<file path="src/rtl/ex_muldiv_if.sv">
`default_nettype none
// ==========================================================================
// ex_muldiv_if : ID/EX -> EX -> MEM handshake and result bundle   rev 1.0
// ==========================================================================
interface ex_muldiv_if #(
  parameter int XLEN   = 32,
  parameter int REG_AW = 5
);
  logic              valid_i;
  logic [4:0]        op_i;
  logic [XLEN-1:0]   reg1_i;
  logic [XLEN-1:0]   reg2_i;
  logic [REG_AW-1:0] wd_i;
  logic              wreg_i;
  logic              flush_i;
  logic              valid_o;
  logic [REG_AW-1:0] wd_o;
  logic              wreg_o;
  logic [XLEN-1:0]   wdata_o;
  logic              ov_o;
  logic [XLEN-1:0]   hi_o;
  logic [XLEN-1:0]   lo_o;
  logic              stallreq;

  modport master (
    output valid_i, op_i, reg1_i, reg2_i, wd_i, wreg_i, flush_i,
    input  valid_o, wd_o, wreg_o, wdata_o, ov_o, hi_o, lo_o, stallreq
  );

  modport slave (
    input  valid_i, op_i, reg1_i, reg2_i, wd_i, wreg_i, flush_i,
    output valid_o, wd_o, wreg_o, wdata_o, ov_o, hi_o, lo_o, stallreq
  );
endinterface
`default_nettype wire

</file>
<file path="src/rtl/ex_muldiv.sv">
`default_nettype none
// ==========================================================================
// ex_muldiv : execute stage, ALU + mul / iterative div + HI/LO      rev 1.0
// ==========================================================================
module ex_muldiv #(
  parameter int XLEN   = 32,
  parameter int REG_AW = 5
) (
  input  wire logic  clk,
  input  wire logic  rst,
  ex_muldiv_if.slave bus
);
  localparam int SHW = $clog2(XLEN);
  localparam int CW  = $clog2(XLEN + 1);
  localparam logic [CW-1:0] c_CNT_INIT = CW'(XLEN);
  localparam logic [CW-1:0] c_CNT_ONE  = CW'(1);

  localparam logic [4:0] c_OP_ADD  = 5'd1,  c_OP_ADDU = 5'd2,  c_OP_SUB  = 5'd3;
  localparam logic [4:0] c_OP_SLT  = 5'd4,  c_OP_SLTU = 5'd5,  c_OP_AND  = 5'd6;
  localparam logic [4:0] c_OP_OR   = 5'd7,  c_OP_XOR  = 5'd8,  c_OP_NOR  = 5'd9;
  localparam logic [4:0] c_OP_SLL  = 5'd10, c_OP_SRL  = 5'd11, c_OP_SRA  = 5'd12;
  localparam logic [4:0] c_OP_MULT = 5'd13, c_OP_MULTU = 5'd14, c_OP_DIV = 5'd15;
  localparam logic [4:0] c_OP_DIVU = 5'd16, c_OP_MFHI = 5'd17, c_OP_MFLO = 5'd18;
  localparam logic [4:0] c_OP_MTHI = 5'd19, c_OP_MTLO = 5'd20;

  typedef enum logic [1:0] {S_IDLE = 2'd0, S_MUL = 2'd1, S_DIV = 2'd2, S_FIN = 2'd3} state_t;

  state_t            r_state;
  logic [XLEN-1:0]   r_acc;     // remainder during divide, product high after multiply
  logic [XLEN-1:0]   r_quo;     // dividend/quotient shifter, multiplicand, product low
  logic [XLEN-1:0]   r_dvs;
  logic              r_sgn, r_neg_q, r_neg_r;
  logic [CW-1:0]     r_cnt;
  logic [REG_AW-1:0] r_md_wd;
  logic              r_valid, r_wreg, r_ov;
  logic [REG_AW-1:0] r_wd;
  logic [XLEN-1:0]   r_wdata, r_hi, r_lo;

  logic [XLEN-1:0]   w_a, w_b, w_sum, w_result, w_a_mag, w_b_mag, w_fin_hi, w_fin_lo;
  logic [XLEN:0]     w_sub, w_shift, w_diff;
  logic [2*XLEN-1:0] w_ext_a, w_ext_b, w_prod;
  logic [SHW-1:0]    w_shamt;
  logic              w_add_ov, w_sub_ov, w_slt, w_sltu, w_ov, w_is_md, w_is_wr;
  logic              w_a_neg, w_b_neg, w_b_zero;

  assign w_a      = bus.reg1_i;
  assign w_b      = bus.reg2_i;
  assign w_shamt  = w_b[SHW-1:0];
  assign w_sum    = w_a + w_b;
  assign w_sub    = {1'b0, w_a} + {1'b0, ~w_b} + {{XLEN{1'b0}}, 1'b1};
  assign w_add_ov = (w_a[XLEN-1] == w_b[XLEN-1]) && (w_sum[XLEN-1] != w_a[XLEN-1]);
  assign w_sub_ov = (w_a[XLEN-1] != w_b[XLEN-1]) && (w_sub[XLEN-1] != w_a[XLEN-1]);
  assign w_slt    = (w_a[XLEN-1] != w_b[XLEN-1]) ? w_a[XLEN-1] : w_sub[XLEN-1];
  assign w_sltu   = ~w_sub[XLEN];
  assign w_ov     = ((bus.op_i == c_OP_ADD) && w_add_ov) || ((bus.op_i == c_OP_SUB) && w_sub_ov);
  assign w_is_md  = (bus.op_i >= c_OP_MULT) && (bus.op_i <= c_OP_DIVU);
  assign w_is_wr  = bus.wreg_i && !w_ov &&
                    (((bus.op_i >= c_OP_ADD) && (bus.op_i <= c_OP_SRA)) ||
                     (bus.op_i == c_OP_MFHI) || (bus.op_i == c_OP_MFLO));

  // Signed divide works on magnitudes; signs are reapplied in FIN.
  assign w_a_neg  = (bus.op_i == c_OP_DIV) && w_a[XLEN-1];
  assign w_b_neg  = (bus.op_i == c_OP_DIV) && w_b[XLEN-1];
  assign w_a_mag  = w_a_neg ? -w_a : w_a;
  assign w_b_mag  = w_b_neg ? -w_b : w_b;
  assign w_b_zero = (w_b == '0);

  assign w_shift  = {r_acc, r_quo[XLEN-1]};
  assign w_diff   = w_shift - {1'b0, r_dvs};
  assign w_ext_a  = {{XLEN{r_sgn & r_quo[XLEN-1]}}, r_quo};
  assign w_ext_b  = {{XLEN{r_sgn & r_dvs[XLEN-1]}}, r_dvs};
  assign w_prod   = w_ext_a * w_ext_b;
  assign w_fin_lo = r_neg_q ? -r_quo : r_quo;
  assign w_fin_hi = r_neg_r ? -r_acc : r_acc;

  always_comb begin
    w_result = '0;
    case (bus.op_i)
      c_OP_ADD, c_OP_ADDU: w_result = w_sum;
      c_OP_SUB:  w_result = w_sub[XLEN-1:0];
      c_OP_SLT:  w_result = {{(XLEN-1){1'b0}}, w_slt};
      c_OP_SLTU: w_result = {{(XLEN-1){1'b0}}, w_sltu};
      c_OP_AND:  w_result = w_a & w_b;
      c_OP_OR:   w_result = w_a | w_b;
      c_OP_XOR:  w_result = w_a ^ w_b;
      c_OP_NOR:  w_result = ~(w_a | w_b);
      c_OP_SLL:  w_result = w_a << w_shamt;
      c_OP_SRL:  w_result = w_a >> w_shamt;
      c_OP_SRA:  w_result = $signed(w_a) >>> w_shamt;
      c_OP_MFHI: w_result = r_hi;
      c_OP_MFLO: w_result = r_lo;
      default:   w_result = '0;
    endcase
  end

  assign bus.stallreq = rst && !bus.flush_i &&
                        ((r_state == S_MUL) || (r_state == S_DIV) ||
                         ((r_state == S_IDLE) && bus.valid_i && w_is_md));

  always_ff @(posedge clk or negedge rst) begin
    if (!rst) begin
      r_state <= S_IDLE;
      r_acc   <= '0;
      r_quo   <= '0;
      r_dvs   <= '0;
      r_sgn   <= 1'b0;
      r_neg_q <= 1'b0;
      r_neg_r <= 1'b0;
      r_cnt   <= '0;
      r_md_wd <= '0;
      r_valid <= 1'b0;
      r_wreg  <= 1'b0;
      r_ov    <= 1'b0;
      r_wd    <= '0;
      r_wdata <= '0;
      r_hi    <= '0;
      r_lo    <= '0;
    end else begin
      r_valid <= 1'b0;
      r_wreg  <= 1'b0;
      r_ov    <= 1'b0;
      if (bus.flush_i) begin
        r_state <= S_IDLE;
        r_cnt   <= '0;
      end else begin
        case (r_state)
          S_IDLE: begin
            if (bus.valid_i && w_is_md) begin
              r_md_wd <= bus.wd_i;
              r_sgn   <= (bus.op_i == c_OP_MULT);
              r_acc   <= '0;
              r_neg_q <= 1'b0;
              r_neg_r <= 1'b0;
              if (bus.op_i <= c_OP_MULTU) begin
                r_quo   <= w_a;
                r_dvs   <= w_b;
                r_state <= S_MUL;
              end else if (w_b_zero) begin
                r_quo   <= '1;
                r_acc   <= w_a;
                r_state <= S_FIN;
              end else begin
                r_quo   <= w_a_mag;
                r_dvs   <= w_b_mag;
                r_neg_q <= w_a_neg ^ w_b_neg;
                r_neg_r <= w_a_neg;
                r_cnt   <= c_CNT_INIT;
                r_state <= S_DIV;
              end
            end else if (bus.valid_i) begin
              r_valid <= 1'b1;
              r_wd    <= bus.wd_i;
              r_wdata <= w_result;
              r_wreg  <= w_is_wr;
              r_ov    <= w_ov;
              if (bus.op_i == c_OP_MTHI) r_hi <= w_a;
              if (bus.op_i == c_OP_MTLO) r_lo <= w_a;
            end
          end
          S_MUL: begin
            {r_acc, r_quo} <= w_prod;
            r_state        <= S_FIN;
          end
          S_DIV: begin
            if (!w_diff[XLEN]) begin
              r_acc <= w_diff[XLEN-1:0];
              r_quo <= {r_quo[XLEN-2:0], 1'b1};
            end else begin
              r_acc <= w_shift[XLEN-1:0];
              r_quo <= {r_quo[XLEN-2:0], 1'b0};
            end
            r_cnt <= r_cnt - c_CNT_ONE;
            if (r_cnt == c_CNT_ONE) r_state <= S_FIN;
          end
          default: begin
            r_hi    <= w_fin_hi;
            r_lo    <= w_fin_lo;
            r_valid <= 1'b1;
            r_wd    <= r_md_wd;
            r_wdata <= '0;
            r_state <= S_IDLE;
          end
        endcase
      end
    end
  end

  assign bus.valid_o = r_valid;
  assign bus.wd_o    = r_wd;
  assign bus.wreg_o  = r_wreg;
  assign bus.wdata_o = r_wdata;
  assign bus.ov_o    = r_ov;
  assign bus.hi_o    = r_hi;
  assign bus.lo_o    = r_lo;
endmodule
`default_nettype wire

</file>
<file path="src/flat_wrapper.sv">
// flat-port wrapper written by rule: the top's interface ports become plain ports
module ex_muldiv_flat 
#(
  parameter int XLEN   = 32,
  parameter int REG_AW = 5
)
  (clk, rst, bus_valid_i, bus_op_i, bus_reg1_i, bus_reg2_i, bus_wd_i, bus_wreg_i, bus_flush_i, bus_valid_o, bus_wd_o, bus_wreg_o, bus_wdata_o, bus_ov_o, bus_hi_o, bus_lo_o, bus_stallreq);
  ex_muldiv_if #(.XLEN(XLEN), .REG_AW(REG_AW)) bus_i ();
  input  wire logic clk;
  input  wire logic rst;
  input wire logic [$bits(bus_i.valid_i)-1:0] bus_valid_i;
  input wire logic [$bits(bus_i.op_i)-1:0] bus_op_i;
  input wire logic [$bits(bus_i.reg1_i)-1:0] bus_reg1_i;
  input wire logic [$bits(bus_i.reg2_i)-1:0] bus_reg2_i;
  input wire logic [$bits(bus_i.wd_i)-1:0] bus_wd_i;
  input wire logic [$bits(bus_i.wreg_i)-1:0] bus_wreg_i;
  input wire logic [$bits(bus_i.flush_i)-1:0] bus_flush_i;
  output wire logic [$bits(bus_i.valid_o)-1:0] bus_valid_o;
  output wire logic [$bits(bus_i.wd_o)-1:0] bus_wd_o;
  output wire logic [$bits(bus_i.wreg_o)-1:0] bus_wreg_o;
  output wire logic [$bits(bus_i.wdata_o)-1:0] bus_wdata_o;
  output wire logic [$bits(bus_i.ov_o)-1:0] bus_ov_o;
  output wire logic [$bits(bus_i.hi_o)-1:0] bus_hi_o;
  output wire logic [$bits(bus_i.lo_o)-1:0] bus_lo_o;
  output wire logic [$bits(bus_i.stallreq)-1:0] bus_stallreq;
  assign bus_i.valid_i = bus_valid_i;
  assign bus_i.op_i = bus_op_i;
  assign bus_i.reg1_i = bus_reg1_i;
  assign bus_i.reg2_i = bus_reg2_i;
  assign bus_i.wd_i = bus_wd_i;
  assign bus_i.wreg_i = bus_wreg_i;
  assign bus_i.flush_i = bus_flush_i;
  assign bus_valid_o = bus_i.valid_o;
  assign bus_wd_o = bus_i.wd_o;
  assign bus_wreg_o = bus_i.wreg_o;
  assign bus_wdata_o = bus_i.wdata_o;
  assign bus_ov_o = bus_i.ov_o;
  assign bus_hi_o = bus_i.hi_o;
  assign bus_lo_o = bus_i.lo_o;
  assign bus_stallreq = bus_i.stallreq;
  ex_muldiv #(.XLEN(XLEN), .REG_AW(REG_AW)) u_core (.clk(clk), .rst(rst), .bus(bus_i));
endmodule
</file>
<file path="config.mk">
export PLATFORM = sky130hd
export DESIGN_NAME = ex_muldiv_flat
export DESIGN_NICKNAME = d
export VERILOG_FILES = /design/src/rtl/ex_muldiv_if.sv /design/src/rtl/ex_muldiv.sv /design/src/flat_wrapper.sv
export SDC_FILE = /design/constraint.sdc
export NUM_CORES = 2
export LEC_CHECK = 0
export ABC_AREA = 1
export CAP_MARGIN = 20
export CORE_MARGIN = 2
export CORE_UTILIZATION = 45
export DETAILED_ROUTE_END_ITERATION = 6
export DONT_BUFFER_PORTS = 1
export GPL_TIMING_DRIVEN = 0
export HOLD_SLACK_MARGIN = 0.02
export PLACE_DENSITY = 0.66
export SYNTH_ARGS = -nofsm -noshare
export SYNTH_HDL_FRONTEND = slang
export SYNTH_SLANG_ARGS = --single-unit
</file>
<file path="constraint.sdc">
create_clock -name clk -period 9.8 [get_ports clk]
set_clock_uncertainty 0.05 [all_clocks]
set_input_delay 0.49 -clock clk [delete_from_list [all_inputs] [get_ports clk]]
set_output_delay 0.49 -clock clk [all_outputs]
set_load 0.02 [all_outputs]
</file>
[After elaboration in Yosys (flattened, before gate mapping)]
Index checks and enable logic that the tools add are counted.
Word-level totals
  register bits after elaboration: 216
  bits in latches: 0
  bits in writable memories: 0
  ROM bits: 0
  input port bits: 79
  output and inout port bits: 105
  memories: 0
Operators by class
  $add $sub $neg: 9
  $mul: 1
  div/mod/pow operators: 0
  $lt $le $gt $ge: 5
  equal/unequal tests: 35
  shift operators: 3
  muxes and demuxes: 59
  bitwise gates (word level): 11
  reduce and logical (&&, ||, !) cells: 36
Operators with widths (count)
  $mux 32: 21
  $pmux 32 s13: 1
  $pmux 32 s2: 3
  $pmux 32 s3: 2
  $neg 32->32: 4
  $mul 33x33->64: 1
  $not 32->32: 2
  $eq 5x4->1 const B: 7
  $add 32x32->33: 1
  $add 33x1->33 const B: 1
  $sub 33x32->33: 1
  $add 32x32->32: 1
  $and 32x32->32: 1
  $logic_not 32->1: 1
  $or 32x32->32: 1
  $shl 32x5->32: 1
  $shr 32x5->32: 1
  $sshr 32x5->32: 1
  $xor 32x32->32: 1
  $mux 6: 4
  $eq 5x3->1 const B: 4
  $eq 5x5->1 const B: 4
  $mux 1: 18
  $logic_and 1x1->1: 15
  other kinds (32): 62

[Logic depth before layout (Yosys ltp)]
  depth in word-level cells: 14
  mapped depth: 37
  depth with buffers taken out: 35

[Worst setup path after synthesis]
OpenSTA, ideal clock, no wires.
  path type: register to register
  start point: register u_core.r_quo[31]
  end point: register u_core.r_acc[31]
  library setup time: 116 ps
  arrival time: 7585 ps
  slack: 2049 ps
  cell stages (with the launch flop): 32
  path buffers: 3
  period minus slack after synthesis: 7751 ps
  cell sequence: dfrtp_1 > clkbuf_1 > nand2_1 > clkbuf_1 > clkbuf_1 > nor2_1 > fa_1 > inv_1 > fa_1 > inv_1 > fa_1 > inv_1 > fa_1 > fa_1 > inv_1 > fa_1 > inv_1 > fa_1 > fa_1 > inv_1 > ha_1 > nand2_1 > nor2_1 > nand2_1 > nor4_1 > nand2_1 > nand2_1 > nand3_1 > nand3_1 > nand2_1 > nand2_1 > nand2_1
Between the ends
  longest elaborated chain between the ends: 3
RTL lines
  start, declared: RTL line ex_muldiv.sv:30  | logic [XLEN-1:0] r_quo;
  start signal, assigned: RTL line ex_muldiv.sv:135  | r_quo <= w_a;
  start signal, assigned: RTL line ex_muldiv.sv:143  | r_quo <= w_a_mag;
  start signal, assigned: RTL line ex_muldiv.sv:161  | {r_acc, r_quo} <= w_prod;
  $and 1x1->1 / $sub 33x32->33 (equally long branches): RTL line ex_muldiv.sv:70, ex_muldiv.sv:69
  $mul 33x33->64 / $mux 32 (equally long branches): RTL line ex_muldiv.sv:72, ex_muldiv.sv:165
  $pmux 32 s3 (*): RTL line ex_muldiv.sv:126  | case (r_state)
  end signal, assigned: RTL line ex_muldiv.sv:140  | r_acc <= w_a;
  end signal, assigned: RTL line ex_muldiv.sv:161
  end signal, assigned: RTL line ex_muldiv.sv:166  | r_acc <= w_diff[XLEN-1:0];
  end, declared: RTL line ex_muldiv.sv:29  | logic [XLEN-1:0] r_acc;
Mark *: on every way between the ends. The rest lies on a longest branch, timed or not.
A chain may end at the register's enable or synchronous reset.

[Worst setup path after layout]
  start point: register u_core.r_dvs[18]
  end point: register u_core.r_acc[31]
Between the ends
  longest elaborated chain between the ends: 3
RTL lines
  start, declared: RTL line ex_muldiv.sv:31  | logic [XLEN-1:0] r_dvs;
  start signal, assigned: RTL line ex_muldiv.sv:136  | r_dvs <= w_b;
  start signal, assigned: RTL line ex_muldiv.sv:144  | r_dvs <= w_b_mag;
  parallel branches: the longest is 2 deep, another holds $mul 33x33->64
  $pmux 32 s3 (*): RTL line ex_muldiv.sv:126
  end signal, assigned: RTL line ex_muldiv.sv:161
  end signal, assigned: RTL line ex_muldiv.sv:166
  end signal, assigned: RTL line ex_muldiv.sv:169  | r_acc <= w_shift[XLEN-1:0];
Every way passes the cells marked *.

==> out/qor.yml <==
status: "finished, final reports clean"
synth-main-ff-cell: "dfrtp_1"
die_h_um: 387.8
fin_crit_sh: 0.9748
core_area_mm2: 0.1459
path_clk_slew_ns: 0.06
areaGrowthSynthToFinish_pct: 6.266
io_buffers: 0
die-area_mm2: 0.1504
grt_pass1_vias: 68190
ys_seq_area_frac: 0.08156
final_antenna_net_count: 0
avgSynthCellArea_um2: 6.814
drt-total-wl_mm: 369.9
crit_slowest_cell: "clkbuf_1"
drt_pass1_iterations: 7
max_freq_ghz: 0.1047
ios: 184
cp.required_ns: 10.35
drv_cap: 0
final_common_cell: "nand2_1"
end_kind: "flip-flop"
cts_tree: "yes"
clock-sinks: 216
grt_overflow: 0
syn-cell-area_mm2: 0.06628
worst_pin_slew_ns: 1.311
hpwlAfterDp_mm: 314.3
grt_use_total: 0.4888
min_period_ns: 9.553
remaining_drc_errors: 0
hold_violations: 0
antenna_found_initial: 26
cts_buffers: 26
rsz0062_at_grt: "false"
rows: 140
synthDistinctLibCells: 58
final_cell_count_no_fill: 11759
maxSlewViolCount: 0
dp_cells: 11657
post_drt_wl_per_cell_um: 31.45
viasPerCell: 5.907
design_area_mm2: 0.07043
vias: 69459
critical_path_class: "reg -> reg"
grt_pass1_wl_mm: 515.5
grt_max_degree: 217
cp-start-kind: "flip-flop"
clk_latency_ns: 0.67
post-route-util: 0.4827
nets: 11362
drtIter0Drc: 8832
synth_edf_count: 0
hold_path.class: "in -> reg"
start_util: 0.4542
place.gp.congestion: 1.152
cts_buffer_depth: 3
yosysWarnings: 0
drive_above_1_share: 0.02281
finalSetupViolations: 0
ys_seq_elements: 216
synthCells: 9726
die_w_um: 387.8
htree_levels: 1
root_buffer: "clkbuf_16"
arrival_ns: 10.10
rrSetupSlack_ns: 0.25
postSynth.asyncResetShare: 1.000
post_dp_cell_area_mm2: 0.06889
path_max_fanout: 8
slew_headroom: 0.1260
syn_nets: 11286
max_stage_delay_ns: 0.80
most-common-layout-cells: "2,826 x nand2_1, 2,195 x inv_1, 1,126 x fa_1"
timing repair:
action                                 CTS  global route
gates resized for setup                 16            10
endpoints found under the hold margin  223             0
pin swaps                                0             1
buffers inserted                         0            16
hold buffers                             9             0
setup endpoints to repair               13            15
metal layers:
metal,wire [um],GRT usage
met1,130800,0.5847
met2,152400,0.7092
met3,46000,0.1498
met4,40520,0.4337
met5,192,0
critical path, delay by kind of cell (launching register included):
kind                       cells  cell delay [ns]
adders and majority gates      9             4.89
DFF                            1             0.32
buffers and inverters          7             1.63
and+or+nand+nor               12             2.57
stage by stage:
| step | setup TNS, ns | setup WS (ns) | hold slack (ns) |
|---|---|---|---|
| 2_1_floorplan | 0 | 2.049 | 0.1444 |
| 3_3_place_gp | -3.004 | -0.3563 | 0.1489 |
| 3_5_place_dp | -3.201 | -0.4232 | 0.1480 |
| 4_1_cts | 0 | 0.007535 | 0.02029 |
| 5_1_grt | 0 | 0.006581 | 0.02758 |
| 6_report | 0 | 0.2474 | 0.001599 |
cells in the mapped netlist, types with 6 or more instances:
cell	instances	area share
inv_2	9	0.00051
a21o_1	9	0.0010
ha_1	352	0.066
dfrtp_1	216	0.082
nor4_1	14	0.0013
mux2i_1	8	0.0012
o221ai_1	15	0.0020
a21boi_0	11	0.0012
or2_2	18	0.0017
fa_1	1129	0.34
o2111ai_1	6	0.00079
nand4_1	103	0.0097
clkbuf_1	332	0.019
o22ai_1	30	0.0028
xor2_1	51	0.0067
buf_2	46	0.0035
nand3_1	551	0.042
a22oi_1	8	0.00091
o21ai_0	465	0.035
nor3_1	66	0.0050
a21oi_1	303	0.023
a221oi_1	8	0.0011
o211ai_1	55	0.0062
a211oi_1	7	0.00079
o21ai_1	16	0.0012
xnor2_1	16	0.0021
nand2_1	2826	0.16
buf_4	7	0.00079
inv_1	2198	0.12
buf_1	82	0.0046
and3_1	8	0.00076
o21a_1	24	0.0027
o21bai_1	24	0.0027
nand3b_1	19	0.0022
a2bb2oi_1	12	0.0016
clkinv_1	9	0.00051
a31oi_1	23	0.0022
nor2_1	601	0.034
kinds of logic (layout without fill, tap and decap cells):
group,Yosys count,after routing,synth area share
simple gates,4236,4236,0.2598
buf+inv,2688,2783,0.1541
fa+ha+maj,1481,1481,0.4075
compound gates,1030,1030,0.08699
flops,216,216,0.08156
xor+xnor,67,67,0.008854
mux,8,8,0.001208
other cells,0,21,0
flip-flops by register name (all words and copies together) (netlist names):
signal,flops
u_core.bus.hi_o,32
u_core.bus.lo_o,32
u_core.bus.wdata_o,32
u_core.r_acc,32
u_core.r_dvs,32
u_core.r_quo,32
u_core.r_cnt,6
u_core.bus.wd_o,5
u_core.r_md_wd,5
u_core.r_state,2
u_core.bus.ov_o,1
u_core.bus.valid_o,1
u_core.bus.wreg_o,1
u_core.r_neg_q,1
u_core.r_neg_r,1
u_core.r_sgn,1
layout make-up:
cell class | count | area, um2
Clock inverter | 15 | 271.5
Multi-Input combinational cell | 6822 | 50720
Inverter | 2216 | 8329
Sequential cell | 216 | 5405
Tap cell | 1917 | 2399
Timing Repair Buffer | 53 | 676.9
Buffer | 467 | 1882
Fill cell | 15239 | 75490
Antenna cell | 21 | 52.55
Clock buffer | 32 | 693.2
path summary, 6_finish.rpt:
path | cells after the start | from | end
min in group asynchronous | 2 | rst | u_core.bus.wdata_o[27]$_DFFE_PN0P_
max | 28 | u_core.r_dvs[18]$_DFFE_PN0P_ | u_core.r_acc[31]$_DFFE_PN0P_
min reg2reg | 2 | u_core.r_md_wd[3]$_DFFE_PN0P_ | u_core.r_md_wd[3]$_DFFE_PN0P_
max reg2reg | 28 | u_core.r_dvs[18]$_DFFE_PN0P_ | u_core.r_acc[31]$_DFFE_PN0P_
min | 2 | bus_wreg_i | u_core.bus.wreg_o$_DFF_PN0_
max in group asynchronous | 3 | rst | u_core.bus.lo_o[4]$_DFFE_PN0P_
Power is left out: the tool's default activity adds up to more than one toggle a clock period on the data nets, which glitch-free logic cannot reach.
